## config.mk

```make
export PLATFORM = sky130hd
export DESIGN_NAME = bus_fabric_flat
export DESIGN_NICKNAME = d
export VERILOG_FILES = /design/src/rtl/bus_fabric_if.sv /design/src/rtl/bus_fabric.sv /design/src/flat_wrapper.sv
export SDC_FILE = /design/constraint.sdc
export NUM_CORES = 1
export LEC_CHECK = 0
export ABC_CLOCK_PERIOD_IN_PS = 3000
export BUFFER_PORTS_ARGS = -buffer_cell sky130_fd_sc_hd__buf_4
export CORE_ASPECT_RATIO = 1.75
export CORE_MARGIN = 2
export CORE_UTILIZATION = 46
export CTS_CLUSTER_SIZE = 30
export DETAILED_ROUTE_END_ITERATION = 8
export GPL_ROUTABILITY_DRIVEN = 0
export PLACE_DENSITY = 0.79
export SYNTH_ARGS = -nofsm -noshare
export SYNTH_HDL_FRONTEND = slang
export SYNTH_SLANG_ARGS = --single-unit
```

## constraint.sdc

```tcl
create_clock -name CLK -period 3 [get_ports CLK]
set_input_delay 0.3 -clock CLK [delete_from_list [all_inputs] [get_ports CLK]]
set_output_delay 0.3 -clock CLK [all_outputs]
set_load 0.03 [all_outputs]
```

## src/rtl/bus_fabric_if.sv

```systemverilog
// Bus bundle between one master, the fabric and NSLAVE memory-mapped slaves.
// Handshakes: the master holds m_req for an IDLE edge and the fabric answers with a one-cycle m_ack
// (m_err flags a failed transfer); a slave sees s_sel[k] high and ends the access with s_ack[k].
interface bus_fabric_if #(
   parameter int NSLAVE  = 8,
   parameter int AW      = 16,
   parameter int DW      = 16,
   parameter int SELBITS = 4
);
   logic                      m_req;
   logic                      m_we;
   logic [AW-1:0]             m_addr;
   logic [DW-1:0]             m_wdata;
   logic [DW-1:0]             m_rdata;
   logic                      m_ack;
   logic                      m_err;
   logic                      m_busy;
   logic [NSLAVE-1:0]         s_sel;
   logic                      s_we;
   logic [AW-SELBITS-1:0]     s_addr;
   logic [DW-1:0]             s_wdata;
   logic [NSLAVE*DW-1:0]      s_rdata;
   logic [NSLAVE-1:0]         s_ack;
   logic [7:0]                err_count;
   logic [AW-1:0]             err_addr;

   modport fabric (
      input  m_req, m_we, m_addr, m_wdata, s_rdata, s_ack,
      output m_rdata, m_ack, m_err, m_busy, s_sel, s_we, s_addr, s_wdata, err_count, err_addr
   );

   modport master (
      output m_req, m_we, m_addr, m_wdata,
      input  m_rdata, m_ack, m_err, m_busy, err_count, err_addr
   );

   modport slave (
      input  s_sel, s_we, s_addr, s_wdata,
      output s_rdata, s_ack
   );
endinterface

```

## src/rtl/bus_fabric.sv

```systemverilog
// Single-master address-decoding fabric: IDLE -> ACCESS -> DONE per transfer, with decode
// and wait-timeout errors, a saturating error counter and last-error address capture.
module bus_fabric #(
   parameter int NSLAVE  = 8,
   parameter int AW      = 16,
   parameter int DW      = 16,
   parameter int SELBITS = 4,
   parameter int TIMEOUT = 15
) (
   input  logic                CLK,
   input  logic                RST,
   bus_fabric_if.fabric        bus,
   output logic [1:0]          dbg_state
);
   typedef enum logic [1:0] {
      IDLE   = 2'd0,
      ACCESS = 2'd1,
      DONE   = 2'd2
   } state_e;

   localparam int              SW      = AW - SELBITS;
   localparam logic [SELBITS:0] NSL    = (SELBITS+1)'(NSLAVE);
   localparam logic [7:0]      TO_LAST = 8'(TIMEOUT - 1);

   state_e               state_q, state_d;
   logic                 we_q, we_d;
   logic [AW-1:0]        addr_q, addr_d;
   logic [DW-1:0]        wdata_q, wdata_d;
   logic [SELBITS-1:0]   idx_q, idx_d;
   logic                 err_q, err_d;
   logic [DW-1:0]        rdata_q, rdata_d;
   logic [7:0]           wait_q, wait_d;
   logic [7:0]           err_count_q, err_count_d;
   logic [AW-1:0]        err_addr_q, err_addr_d;

   logic                 ack_hit;
   logic                 err_event;
   logic [DW-1:0]        rd_slice;
   logic [NSLAVE-1:0]    sel_hot;
   logic [SELBITS-1:0]   req_idx;

   assign req_idx = bus.m_addr[AW-1 -: SELBITS];

   // Only the addressed slave's ack and read data are visible to the FSM.
   always_comb begin
      ack_hit  = 1'b0;
      rd_slice = '0;
      sel_hot  = '0;
      for (int k = 0; k < NSLAVE; k++) begin
         if (idx_q == SELBITS'(k)) begin
            sel_hot[k] = 1'b1;
            ack_hit    = bus.s_ack[k];
            rd_slice   = bus.s_rdata[k*DW +: DW];
         end
      end
   end

   always_comb begin
      state_d     = state_q;
      we_d        = we_q;
      addr_d      = addr_q;
      wdata_d     = wdata_q;
      idx_d       = idx_q;
      err_d       = err_q;
      rdata_d     = rdata_q;
      wait_d      = wait_q;
      err_count_d = err_count_q;
      err_addr_d  = err_addr_q;
      err_event   = 1'b0;
      case (state_q)
         IDLE: begin
            if (bus.m_req) begin
               we_d    = bus.m_we;
               addr_d  = bus.m_addr;
               wdata_d = bus.m_wdata;
               idx_d   = req_idx;
               wait_d  = 8'd0;
               if ({1'b0, req_idx} < NSL) begin
                  state_d = ACCESS;
                  err_d   = 1'b0;
               end else begin
                  state_d   = DONE;
                  err_d     = 1'b1;
                  rdata_d   = '1;
                  err_event = 1'b1;
               end
            end
         end
         ACCESS: begin
            // An ack on the timeout edge still wins: it is checked first.
            if (ack_hit) begin
               state_d = DONE;
               err_d   = 1'b0;
               rdata_d = we_q ? '0 : rd_slice;
            end else if (wait_q == TO_LAST) begin
               state_d   = DONE;
               err_d     = 1'b1;
               rdata_d   = '1;
               err_event = 1'b1;
            end else begin
               wait_d = wait_q + 8'd1;
            end
         end
         DONE: begin
            state_d = IDLE;
         end
         default: begin
            state_d = IDLE;
         end
      endcase
      if (err_event) begin
         if (err_count_q != 8'hFF) err_count_d = err_count_q + 8'd1;
         err_addr_d = addr_d;
      end
   end

   always_ff @(posedge CLK) begin
      if (RST) begin
         state_q     <= IDLE;
         we_q        <= 1'b0;
         addr_q      <= '0;
         wdata_q     <= '0;
         idx_q       <= '0;
         err_q       <= 1'b0;
         rdata_q     <= '0;
         wait_q      <= 8'd0;
         err_count_q <= 8'd0;
         err_addr_q  <= '0;
      end else begin
         state_q     <= state_d;
         we_q        <= we_d;
         addr_q      <= addr_d;
         wdata_q     <= wdata_d;
         idx_q       <= idx_d;
         err_q       <= err_d;
         rdata_q     <= rdata_d;
         wait_q      <= wait_d;
         err_count_q <= err_count_d;
         err_addr_q  <= err_addr_d;
      end
   end

   assign bus.m_busy    = (state_q != IDLE);
   assign bus.m_ack     = (state_q == DONE);
   assign bus.m_err     = (state_q == DONE) && err_q;
   assign bus.m_rdata   = rdata_q;
   assign bus.s_sel     = (state_q == ACCESS) ? sel_hot : '0;
   assign bus.s_we      = we_q;
   assign bus.s_addr    = addr_q[SW-1:0];
   assign bus.s_wdata   = wdata_q;
   assign bus.err_count = err_count_q;
   assign bus.err_addr  = err_addr_q;
   assign dbg_state     = state_q;
endmodule
```

## src/flat_wrapper.sv

```systemverilog
// flat-port wrapper written by rule: the top's interface ports become plain ports
module bus_fabric_flat 
#(
   parameter int NSLAVE  = 8,
   parameter int AW      = 16,
   parameter int DW      = 16,
   parameter int SELBITS = 4,
   parameter int TIMEOUT = 15
)
  (CLK, RST, dbg_state, bus_m_req, bus_m_we, bus_m_addr, bus_m_wdata, bus_s_rdata, bus_s_ack, bus_m_rdata, bus_m_ack, bus_m_err, bus_m_busy, bus_s_sel, bus_s_we, bus_s_addr, bus_s_wdata, bus_err_count, bus_err_addr);
  bus_fabric_if #(.NSLAVE(NSLAVE), .AW(AW), .DW(DW), .SELBITS(SELBITS)) bus_i ();
  input  logic CLK;
  input  logic RST;
  output logic [1:0] dbg_state;
  input wire logic [$bits(bus_i.m_req)-1:0] bus_m_req;
  input wire logic [$bits(bus_i.m_we)-1:0] bus_m_we;
  input wire logic [$bits(bus_i.m_addr)-1:0] bus_m_addr;
  input wire logic [$bits(bus_i.m_wdata)-1:0] bus_m_wdata;
  input wire logic [$bits(bus_i.s_rdata)-1:0] bus_s_rdata;
  input wire logic [$bits(bus_i.s_ack)-1:0] bus_s_ack;
  output wire logic [$bits(bus_i.m_rdata)-1:0] bus_m_rdata;
  output wire logic [$bits(bus_i.m_ack)-1:0] bus_m_ack;
  output wire logic [$bits(bus_i.m_err)-1:0] bus_m_err;
  output wire logic [$bits(bus_i.m_busy)-1:0] bus_m_busy;
  output wire logic [$bits(bus_i.s_sel)-1:0] bus_s_sel;
  output wire logic [$bits(bus_i.s_we)-1:0] bus_s_we;
  output wire logic [$bits(bus_i.s_addr)-1:0] bus_s_addr;
  output wire logic [$bits(bus_i.s_wdata)-1:0] bus_s_wdata;
  output wire logic [$bits(bus_i.err_count)-1:0] bus_err_count;
  output wire logic [$bits(bus_i.err_addr)-1:0] bus_err_addr;
  assign bus_i.m_req = bus_m_req;
  assign bus_i.m_we = bus_m_we;
  assign bus_i.m_addr = bus_m_addr;
  assign bus_i.m_wdata = bus_m_wdata;
  assign bus_i.s_rdata = bus_s_rdata;
  assign bus_i.s_ack = bus_s_ack;
  assign bus_m_rdata = bus_i.m_rdata;
  assign bus_m_ack = bus_i.m_ack;
  assign bus_m_err = bus_i.m_err;
  assign bus_m_busy = bus_i.m_busy;
  assign bus_s_sel = bus_i.s_sel;
  assign bus_s_we = bus_i.s_we;
  assign bus_s_addr = bus_i.s_addr;
  assign bus_s_wdata = bus_i.s_wdata;
  assign bus_err_count = bus_i.err_count;
  assign bus_err_addr = bus_i.err_addr;
  bus_fabric #(.NSLAVE(NSLAVE), .AW(AW), .DW(DW), .SELBITS(SELBITS), .TIMEOUT(TIMEOUT)) u_core (.CLK(CLK), .RST(RST), .bus(bus_i), .dbg_state(dbg_state));
endmodule
```

Yosys cells after proc, flatten, opt, wreduce, memory -nomap -nowiden
Cells that the tools add are included.
{"block": "op_classes", "add_sub_neg": 2, "mul": 0, "div_mod_pow": 0, "magnitude_cmp": 1, "n_eq_ne": 16, "shifts": 0, "n_mux": 51, "n_bitwise": 0, "reduce_logical": 11}
{"cell": "$mux W16", "count": 15}
{"cell": "$mux W8", "count": 4}
{"cell": "$pmux W16 S2", "count": 1}
{"cell": "$mux W1", "count": 23}
{"cell": "$add A8 B1 Y8 const B", "count": 2}
{"cell": "$eq A4 B3 Y1 const B", "count": 4}
{"cell": "$pmux W8 S2", "count": 1}
{"cell": "$eq A4 B2 Y1 const B", "count": 2}
{"cell": "$eq A8 B4 Y1 const B", "count": 1}
{"cell": "$mux W2", "count": 4}
{"cell": "$ne A2 B2 Y1 const B", "count": 4}
{"cell": "$ne A8 B8 Y1 const B", "count": 1}
{"cell": "$reduce_and A4 Y1", "count": 2}
{"cell": "$reduce_and A2 Y1", "count": 3}
{"cell": "$eq A4 B1 Y1 const B", "count": 1}
{"cell": "$logic_not A4 Y1", "count": 1}
{"cell": "$lt A4 B4 Y1 const B", "count": 1}
{"cell": "$pmux W1 S2", "count": 2}
{"cell": "$pmux W2 S2", "count": 1}
{"cell": "$reduce_bool A2 Y1", "count": 2}
{"cell": "$ne A3 B1 Y1 const B", "count": 1}
{"cell": "$reduce_and A3 Y1", "count": 1}
{"cell": "$eq A2 B1 Y1 const B", "count": 1}
{"cell": "$eq A2 B2 Y1 const B", "count": 1}
{"cell": "other kinds (2)", "count": 2}
{"block": "totals", "register_bits": 88, "latch_bits": 0, "ramBits": 0, "romBits": 0, "input_bits": 172, "output_inout_bits": 82, "mem_count": 0}

Logic depth before layout (Yosys ltp)
Gate-level depths: netlist (run 1).
{"block": "logic_depth", "depth_word": 12, "depth_mapped": 9}

Worst setup path before layout (run 1)
Ideal clock, no wire load.
{"block": "synth_timing", "kind": "reg2reg", "startpoint": "register u_core.wait_q[0]", "endpoint": "register u_core.err_addr_q[10] (netlist: u_core.bus.err_addr[10])", "setup_time_ns": 0.121, "t_arrival_ns": 2.111, "path_slack_ns": 0.768, "stages_incl_launch_ff": 10, "path_buffers": 1, "cell_sequence": "dfxtp_1 inv_1 ha_1 or4b_4 o31ai_2 nand2_1 a21oi_2 nand2_4 buf_12 mux2_4"}
{"block": "synth_via", "elab_chain_len": 4}
{"item": "start, declared", "line": "bus_fabric.sv:32", "text": "logic [7:0] wait_q, wait_d;"}
{"item": "start signal, assigned", "line": "bus_fabric.sv:137", "text": "wait_q <= wait_d;"}
{"item": "$eq A8 B4 Y1", "line": "bus_fabric.sv:95", "text": "end else if (wait_q == TO_LAST) begin"}
{"item": "$mux W1", "line": "bus_fabric.sv:95"}
{"item": "$mux W1", "line": "bus_fabric.sv:91", "text": "if (ack_hit) begin"}
{"item": "$pmux W1 S2", "line": "bus_fabric.sv:70", "text": "case (state_q)"}
{"item": "end signal, assigned", "line": "bus_fabric.sv:139", "text": "err_addr_q <= err_addr_d;"}
{"item": "end, declared", "line": "bus_fabric.sv:34", "text": "logic [AW-1:0] err_addr_q, err_addr_d;"}
Every way passes these cells.
A chain may end at the register's enable or synchronous reset.

Final worst setup path (run 1)
{"block": "layout_timing", "startpoint": "register u_core.wait_q[1]", "endpoint": "register u_core.rdata_q[6] (netlist: u_core.bus.m_rdata[6])"}
{"block": "layout_via", "elab_chain_len": 3}
{"item": "$eq A8 B4 Y1", "line": "bus_fabric.sv:95"}
{"item": "$ne A3 B1 Y1 (no source line)"}
{"item": "$reduce_and A4 Y1 (no source line)"}
{"item": "end signal, assigned", "line": "bus_fabric.sv:136", "text": "rdata_q <= rdata_d;"}
{"item": "end, declared", "line": "bus_fabric.sv:31", "text": "logic [DW-1:0] rdata_q, rdata_d;"}
Every way passes these cells.

==> impl_metrics.json, run 1 <==
{
  "status": "finished clean",
  "relSlewSlack": 0.2790,
  "die_width_um": 83.16,
  "dieArea_um2": 11850,
  "grt_setup_unrepaired": "false",
  "clk_pin_slew_ns": 0.07,
  "ctsLongestPathBuffers": 2,
  "yosysSeqAreaShare": 0.3493,
  "yosysTopAreaCell": "dfxtp_1",
  "grt_pass1_vias": 5595,
  "ys.flop_type": "dfxtp_1",
  "vias": 5546,
  "start_kind": "flip-flop",
  "p_leak_nw": 3.183,
  "finalNetCount": 1007,
  "synth-seq-cells": 88,
  "crit_chain": "ha_1 -> or4b_4 -> o31ai_2 -> nor2_1 -> o21ai_1 -> nand2_1 -> a211oi_1",
  "path_max_fanout": 17,
  "synth_edf_count": 0,
  "route.detailed.drc": 0,
  "fin_crit_sh": 0.8475,
  "startpoint": "u_core.wait_q[1]$_SDFFE_PP0P_",
  "core_um2": 10700,
  "cp_slowest_cell": "or4b_4",
  "postCtsSetupRepairBufs": 0,
  "maxSlewViolCount": 0,
  "path_class": "reg2reg",
  "ys_warn_count": 0,
  "ctsHoldBuffers": 0,
  "cts_tree": "done",
  "grt_max_degree": 91,
  "synth-async-reset-ratio": 0,
  "cts-root-buf": "clkbuf_16",
  "first_iter_violations": 220,
  "synth_top_area_share": 0.3493,
  "power_per_cell_area_nw_per_um2": 467.5,
  "ant_nets": 0,
  "synth_fp_nets": 791,
  "wirelength_mm": 17.69,
  "cp_num_buf_inv": 0,
  "drv_cap": 0,
  "crit_required_ns": 3.23,
  "grt_use_total": 0.2863,
  "avgRoutedWirePerCell_um": 18.29,
  "clk_latency_ns": 0.34,
  "antenna_found_initial": 0,
  "numPortBuffers": 253,
  "ir_worst_vdd_mv": 0.3877,
  "synth_area_um2": 5044,
  "setup_ws_ns": 0.4576,
  "tightest_slew_ns": 1.079,
  "grt_overflow": 0,
  "fmax_mhz": 393.3,
  "critical-path-top-delay-family": "simple AND/OR/NAND/NOR gates",
  "start_util": 0.4715,
  "fin_worst_skew_ns": 0.01241,
  "fin_crit_ns": 2.542,
  "finalSetupViolCount": 0,
  "syn_to_final_growth_pct": 42.40,
  "n_antenna_cell": 0,
  "io_pins": 254,
  "synth_cells": 616,
  "hp-start": "bus_m_wdata[7]",
  "h-tree-depth": 3,
  "hold_class": "in2reg",
  "final_layout_size_suffix_gt1_frac": 0.3883,
  "grt_pass1_wl_mm": 27.41,
  "critPathMaxStageDelay_ns": 0.47,
  "finalHoldViolCount": 0,
  "fillers": 914,
  "cts_made_buffers": 9,
  "synth.avg_cell_area_um2": 8.188,
  "critPathCaptureType": "flip-flop",
  "fin_tns_setup_ns": 0,
  "cts_sinks": 88,
  "synthTopCellsByArea": "dfxtp_1 35%, nand2_1 7.4%, a21oi_1 7.1%, a221oi_1 3.6%, nor2b_1 3.5%",
  "dp_hpwl_mm": 13.72,
  "via_per_inst": 5.735,
  "rows": 50,
  "drt_first_pass_iters": 4,
  "cts_repair_resize_count": 0,
  "pre_cts_ws_ns": 0.5137,
  "r2r-start": "u_core.wait_q[1]$_SDFFE_PP0P_",
  "cp_data_arrival_time_ns": 2.77,
  "fp.dieH_um": 142.5,
  "synthDistinctLibCells": 54
}
flip-flops by register name, summed over array words and instances, names as in the netlist:
register              cells
u_core.addr_q            16
u_core.bus.err_addr      16
u_core.bus.err_count      8
u_core.bus.m_rdata       16
u_core.bus.s_wdata       16
u_core.bus.s_we           1
u_core.dbg_state          2
u_core.err_q              1
u_core.idx_q              4
u_core.wait_q             8
placed cells by master (no fill, tap or decap), types with 3 or more instances in the layout:
cell type    n
a211oi_1    17
a21oi_1     72
a221oi_1    21
a221oi_2     8
a22o_1      14
and2_1       3
and3_1       5
buf_4      264
clkbuf_16    9
dfxtp_1     87
ha_1         3
inv_1       23
mux2_2      13
mux2_4      10
mux2i_1     17
nand2_1     99
nand2b_1    22
nand3_1      3
nand4_1      5
nor2_1      24
nor2b_1     28
nor3_1       6
o21ai_0     26
o2bb2ai_1   14
or3_1        8
stage by stage:
stage	utilization	instance area, um^2	cells	total power, W	hold WS, ns
floorplan	-	5044	616	0.001887	0.4360
global placement	0.6435	6884	951	0.002252	0.4427
detailed placement	0.6435	6884	951	0.002273	0.4469
CTS	0.6713	7182	967	0.003384	0.1916
global route	0.6713	7182	967	0.003505	0.1957
finish	0.6713	7182	967	0.003357	0.2041
synth_stat cells, drive strengths merged, types with 2 or more instances:
master	instances
or3	8
nor2	24
nor2b	28
mux2	23
ha	3
clkbuf	32
nand4	5
o2bb2ai	14
a21oi	74
mux2i	17
buf	27
a221oi	29
nand2	100
and3	6
nand3	3
a31oi	3
a311oi	2
o21ai	28
dfxtp	88
inv	23
a211oi	17
a22o	14
nand2b	22
and2	3
or3b	2
nor3	6
worst reg2reg max path, cell delays in order, from the launching register on:
cell and delay, ns:
dfxtp_1 0.43, ha_1 0.19, or4b_4 0.47, o31ai_2 0.31, nor2_1 0.11, o21ai_1 0.15, nand2_1 0.39, a211oi_1 0.39
metal layers:
layer / routed length, um / GRT usage
met1: 6077 / 0.2816
met2: 9152 / 0.5221
met3: 1536 / 0.08411
met4: 923 / 0.1760
met5: 0 / 0
path summary, 6_finish.rpt:
path / to / slack, ns / cells past startpoint
min: u_core.bus.s_wdata[7]$_SDFFE_PP0P_ / 0.20 / 3
min reg2reg: u_core.bus.s_wdata[7]$_SDFFE_PP0P_ / 0.46 / 2
max: u_core.bus.m_rdata[6]$_SDFFE_PP0P_ / 0.46 / 7
max reg2reg: u_core.bus.m_rdata[6]$_SDFFE_PP0P_ / 0.46 / 7
layout make-up:
| class | count | area (um^2) | share of cell area |
|---|---|---|---|
| well taps | 130 | 162.7 | 0.02265 |
| clock buffers | 9 | 225.2 | 0.03136 |
| inverters | 23 | 86.33 | 0.01202 |
| clock inverters | 7 | 72.57 | 0.01010 |
| repair buffers | 264 | 1982 | 0.2760 |
| multi-input cells | 446 | 2890 | 0.4024 |
| flip-flops and latches | 88 | 1763 | 0.2455 |
report_power, final:
part | switching (W) | leakage, nW | internal (W)
registers | 0.0000631 | 0.721 | 0.00125
clock network | 0.000459 | 0.141 | 0.000644
logic | 0.000520 | 2.32 | 0.000422
cells by family (layout without fill, tap and decap cells):
kind of cell	Yosys count	count (layout)	share of synthesized area
adder cells (fa/ha/maj)	3	3	0.007443
AND/OR/NAND/NOR	213	213	0.2074
multiplexers	41	41	0.09700
AO/OA/AOI/OAI	189	189	0.2612
buffers and inverters	82	303	0.07765
flip-flops	88	88	0.3493
Note: power is estimated with default switching activity, not from simulation.
==> run 2: changes to the inputs <==
--- a/config.mk
+++ b/config.mk
@@ -5,15 +5,15 @@
 export SDC_FILE = /design/constraint.sdc
 export NUM_CORES = 1
 export LEC_CHECK = 0
-export ABC_CLOCK_PERIOD_IN_PS = 3000
+export ABC_CLOCK_PERIOD_IN_PS = 2000
 export BUFFER_PORTS_ARGS = -buffer_cell sky130_fd_sc_hd__buf_4
 export CORE_ASPECT_RATIO = 1.75
 export CORE_MARGIN = 2
-export CORE_UTILIZATION = 46
+export CORE_UTILIZATION = 42
 export CTS_CLUSTER_SIZE = 30
 export DETAILED_ROUTE_END_ITERATION = 8
 export GPL_ROUTABILITY_DRIVEN = 0
-export PLACE_DENSITY = 0.79
+export PLACE_DENSITY = 0.75
 export SYNTH_ARGS = -nofsm -noshare
 export SYNTH_HDL_FRONTEND = slang
 export SYNTH_SLANG_ARGS = --single-unit
==> constraint.sdc (replaced) <==
create_clock -name CLK -period 2 [get_ports CLK]
set_input_delay 0.2 -clock CLK [delete_from_list [all_inputs] [get_ports CLK]]
set_output_delay 0.2 -clock CLK [all_outputs]
set_load 0.03 [all_outputs]
==> impl_metrics.json, run 2 (synthesized netlist as in run 1, its figures left out) <==
{
  "status": "finished with violations",
  "violations": "negative setup slack",
  "final_common_cell": "buf_4",
  "finalNetCount": 1069,
  "path_class": "reg2reg",
  "wirelength_mm": 19.64,
  "syn_to_final_growth_pct": 64.90,
  "fmax_mhz": 442.9,
  "switching_power_w": 0.001838,
  "grt_max_degree": 65,
  "path_max_fanout": 3,
  "placed_cells": 999,
  "dp_hpwl_mm": 14.32,
  "drv_cap": 0,
  "switching_share": 0.3378,
  "final_layout_size_suffix_gt1_frac": 0.5006,
  "grt_overflow": 0,
  "grt_setup_unrepaired": "true",
  "stdcell_count": 1036,
  "pre_cts_ws_ns": -0.3222,
  "ctsHoldBuffers": 0,
  "fin_worst_skew_ns": 0.006070,
  "reg2reg_to": "u_core.bus.err_count[0]$_SDFFE_PP0P_",
  "crit_path_end": "u_core.bus.err_count[0]$_SDFFE_PP0P_",
  "p_int_w": 0.003603,
  "finalHoldViolCount": 0,
  "crit_required_ns": 2.23,
  "fin_crit_ns": 2.258,
  "whs_ns": 0.1025,
  "via_per_inst": 5.621,
  "rows": 53,
  "maxSlewViolCount": 0,
  "grt_use_total": 0.2808,
  "clk_latency_ns": 0.34,
  "h-tree-depth": 3,
  "antenna_found_initial": 0,
  "mostFrequentLayoutCells": "308 x buf_4, 97 x nand2_1, 81 x dfxtp_1",
  "cts_sinks": 88,
  "comb_power_share": 0.330,
  "startpoint": "u_core.wait_q[0]$_SDFFE_PP0P_",
  "io_pins": 254,
  "pwr-share-seq": 0.360,
  "setup_ws_ns": -0.2580,
  "cp_data_arrival_time_ns": 2.49,
  "reg2reg_setup_slack_ns": -0.26,
  "ir_worst_vdd_mv": 0.6023,
  "ant_nets": 0,
  "grt_pass1_wl_mm": 28.66,
  "p_leak_nw": 3.604,
  "fin_tns_setup_ns": -8.078,
  "critPathCaptureType": "flip-flop",
  "r2r-start": "u_core.wait_q[0]$_SDFFE_PP0P_",
  "tightest_slew_ns": 0.6707,
  "dieArea_um2": 12940,
  "hold_class": "in2reg",
  "n_antenna_cell": 0,
  "relSlewSlack": 0.5529,
  "vias": 5823,
  "fp.dieH_um": 149.0,
  "drt_first_pass_iters": 4,
  "start_util": 0.4249,
  "finalSetupViolCount": 47,
  "cts_tree": "done",
  "route.detailed.drc": 0,
  "cts_made_buffers": 9,
  "fin_crit_sh": 1.129,
  "power_per_cell_area_nw_per_um2": 654.3,
  "ctsLongestPathBuffers": 2,
  "clock_power_share": 0.310,
  "r2r_cells": 9,
  "core_um2": 11870,
  "grt_pass1_vias": 5935,
  "total_power_w": 0.005442,
  "avgRoutedWirePerCell_um": 18.96,
  "numPortBuffers": 253,
  "start_kind": "flip-flop",
  "first_iter_violations": 291,
  "cts-root-buf": "clkbuf_16",
  "clk_pin_slew_ns": 0.07,
  "die_width_um": 86.84
}
==> run 2: changes by cell type in the layout (fill, tap and decap cells not counted), sizes merged <==
| cell | previous run | this run |
|---|---|---|
| o21ai | 28 | 29 |
| buf | 264 | 324 |
| bufinv | 1 | 0 |
| clkinvlp | 2 | 1 |
| inv | 23 | 27 |
| clkinv | 4 | 2 |
| clkbuf | 9 | 10 |
==> run 2: power groups by stage <==
stage                     Sequential, W  Clock, W  Combinational [W]
after floorplan                 0.00214         0           0.000699
after global placement          0.00199         0            0.00151
after detailed placement        0.00200         0            0.00154
after CTS                       0.00196   0.00171            0.00169
after global routing            0.00197   0.00179            0.00191
final                           0.00196   0.00169            0.00180
==> run 2: worst min-delay path by stage <==
| stage | to | depth (start not counted) | start |
|---|---|---|---|
| 3_3_place_gp | u_core.bus.s_wdata[4]$_SDFFE_PP0P_ | 2 | u_core.bus.s_wdata[4]$_SDFFE_PP0P_ |
| 5_1_grt | u_core.bus.s_wdata[12]$_SDFFE_PP0P_ | 3 | bus_m_wdata[12] |
| 4_1_cts | u_core.bus.s_wdata[3]$_SDFFE_PP0P_ | 3 | bus_m_wdata[3] |
| 2_1_floorplan | u_core.bus.s_we$_SDFFE_PP0P_ | 2 | bus_m_we |
| 3_5_place_dp | u_core.bus.m_rdata[7]$_SDFFE_PP0P_ | 2 | u_core.bus.m_rdata[7]$_SDFFE_PP0P_ |
| 6_report | u_core.bus.s_wdata[3]$_SDFFE_PP0P_ | 3 | bus_m_wdata[3] |
==> run 2: timing repair <==
item / in CTS / in global routing
setup endpoints to repair: 52 / 55
gates resized for setup: 63 / 46
pin swaps: 18 / 15
buffers inserted: 10 / 10
cloned: 1 / 1
==> run 2: per-stage QoR <==
stage | utilization | instance area [um^2]
after floorplan | - | 5085
after CTS | 0.6726 | 7984
after global routing | 0.7006 | 8317
after detailed placement | 0.6139 | 7287
final | 0.7006 | 8317
after global placement | 0.6139 | 7287
==> run 2: per-layer routing <==
| layer | track usage | vias to the layer above | part of all wire |
|---|---|---|---|
| met5 | 0 | - | 0 |
| met3 | 0.05534 | 69 | 0.066 |
| met4 | 0.1602 | 0 | 0.051 |
| li1 | - | 2746 | - |
| met2 | 0.5050 | 286 | 0.53 |
| met1 | 0.2956 | 2722 | 0.35 |
==> run 2: worst max-delay path, stage by stage, from the launching register on <==
cell	delay, ns
dfxtp_2	0.32
inv_2	0.05
ha_2	0.15
or4b_4	0.48
o31ai_4	0.24
nand2_2	0.10
a21oi_4	0.16
buf_4	0.14
and3_4	0.20
mux2_4	0.29
==> run 2: cell type report <==
cell class | instances | area (um^2)
tap | 137 | 171.4
clock buffer | 9 | 225.2
inverter | 23 | 90.09
multi-input combinational | 447 | 3415
fill | 921 | 3553
clock inverter | 7 | 72.57
sequential | 88 | 1778
timing repair buffer | 325 | 2565
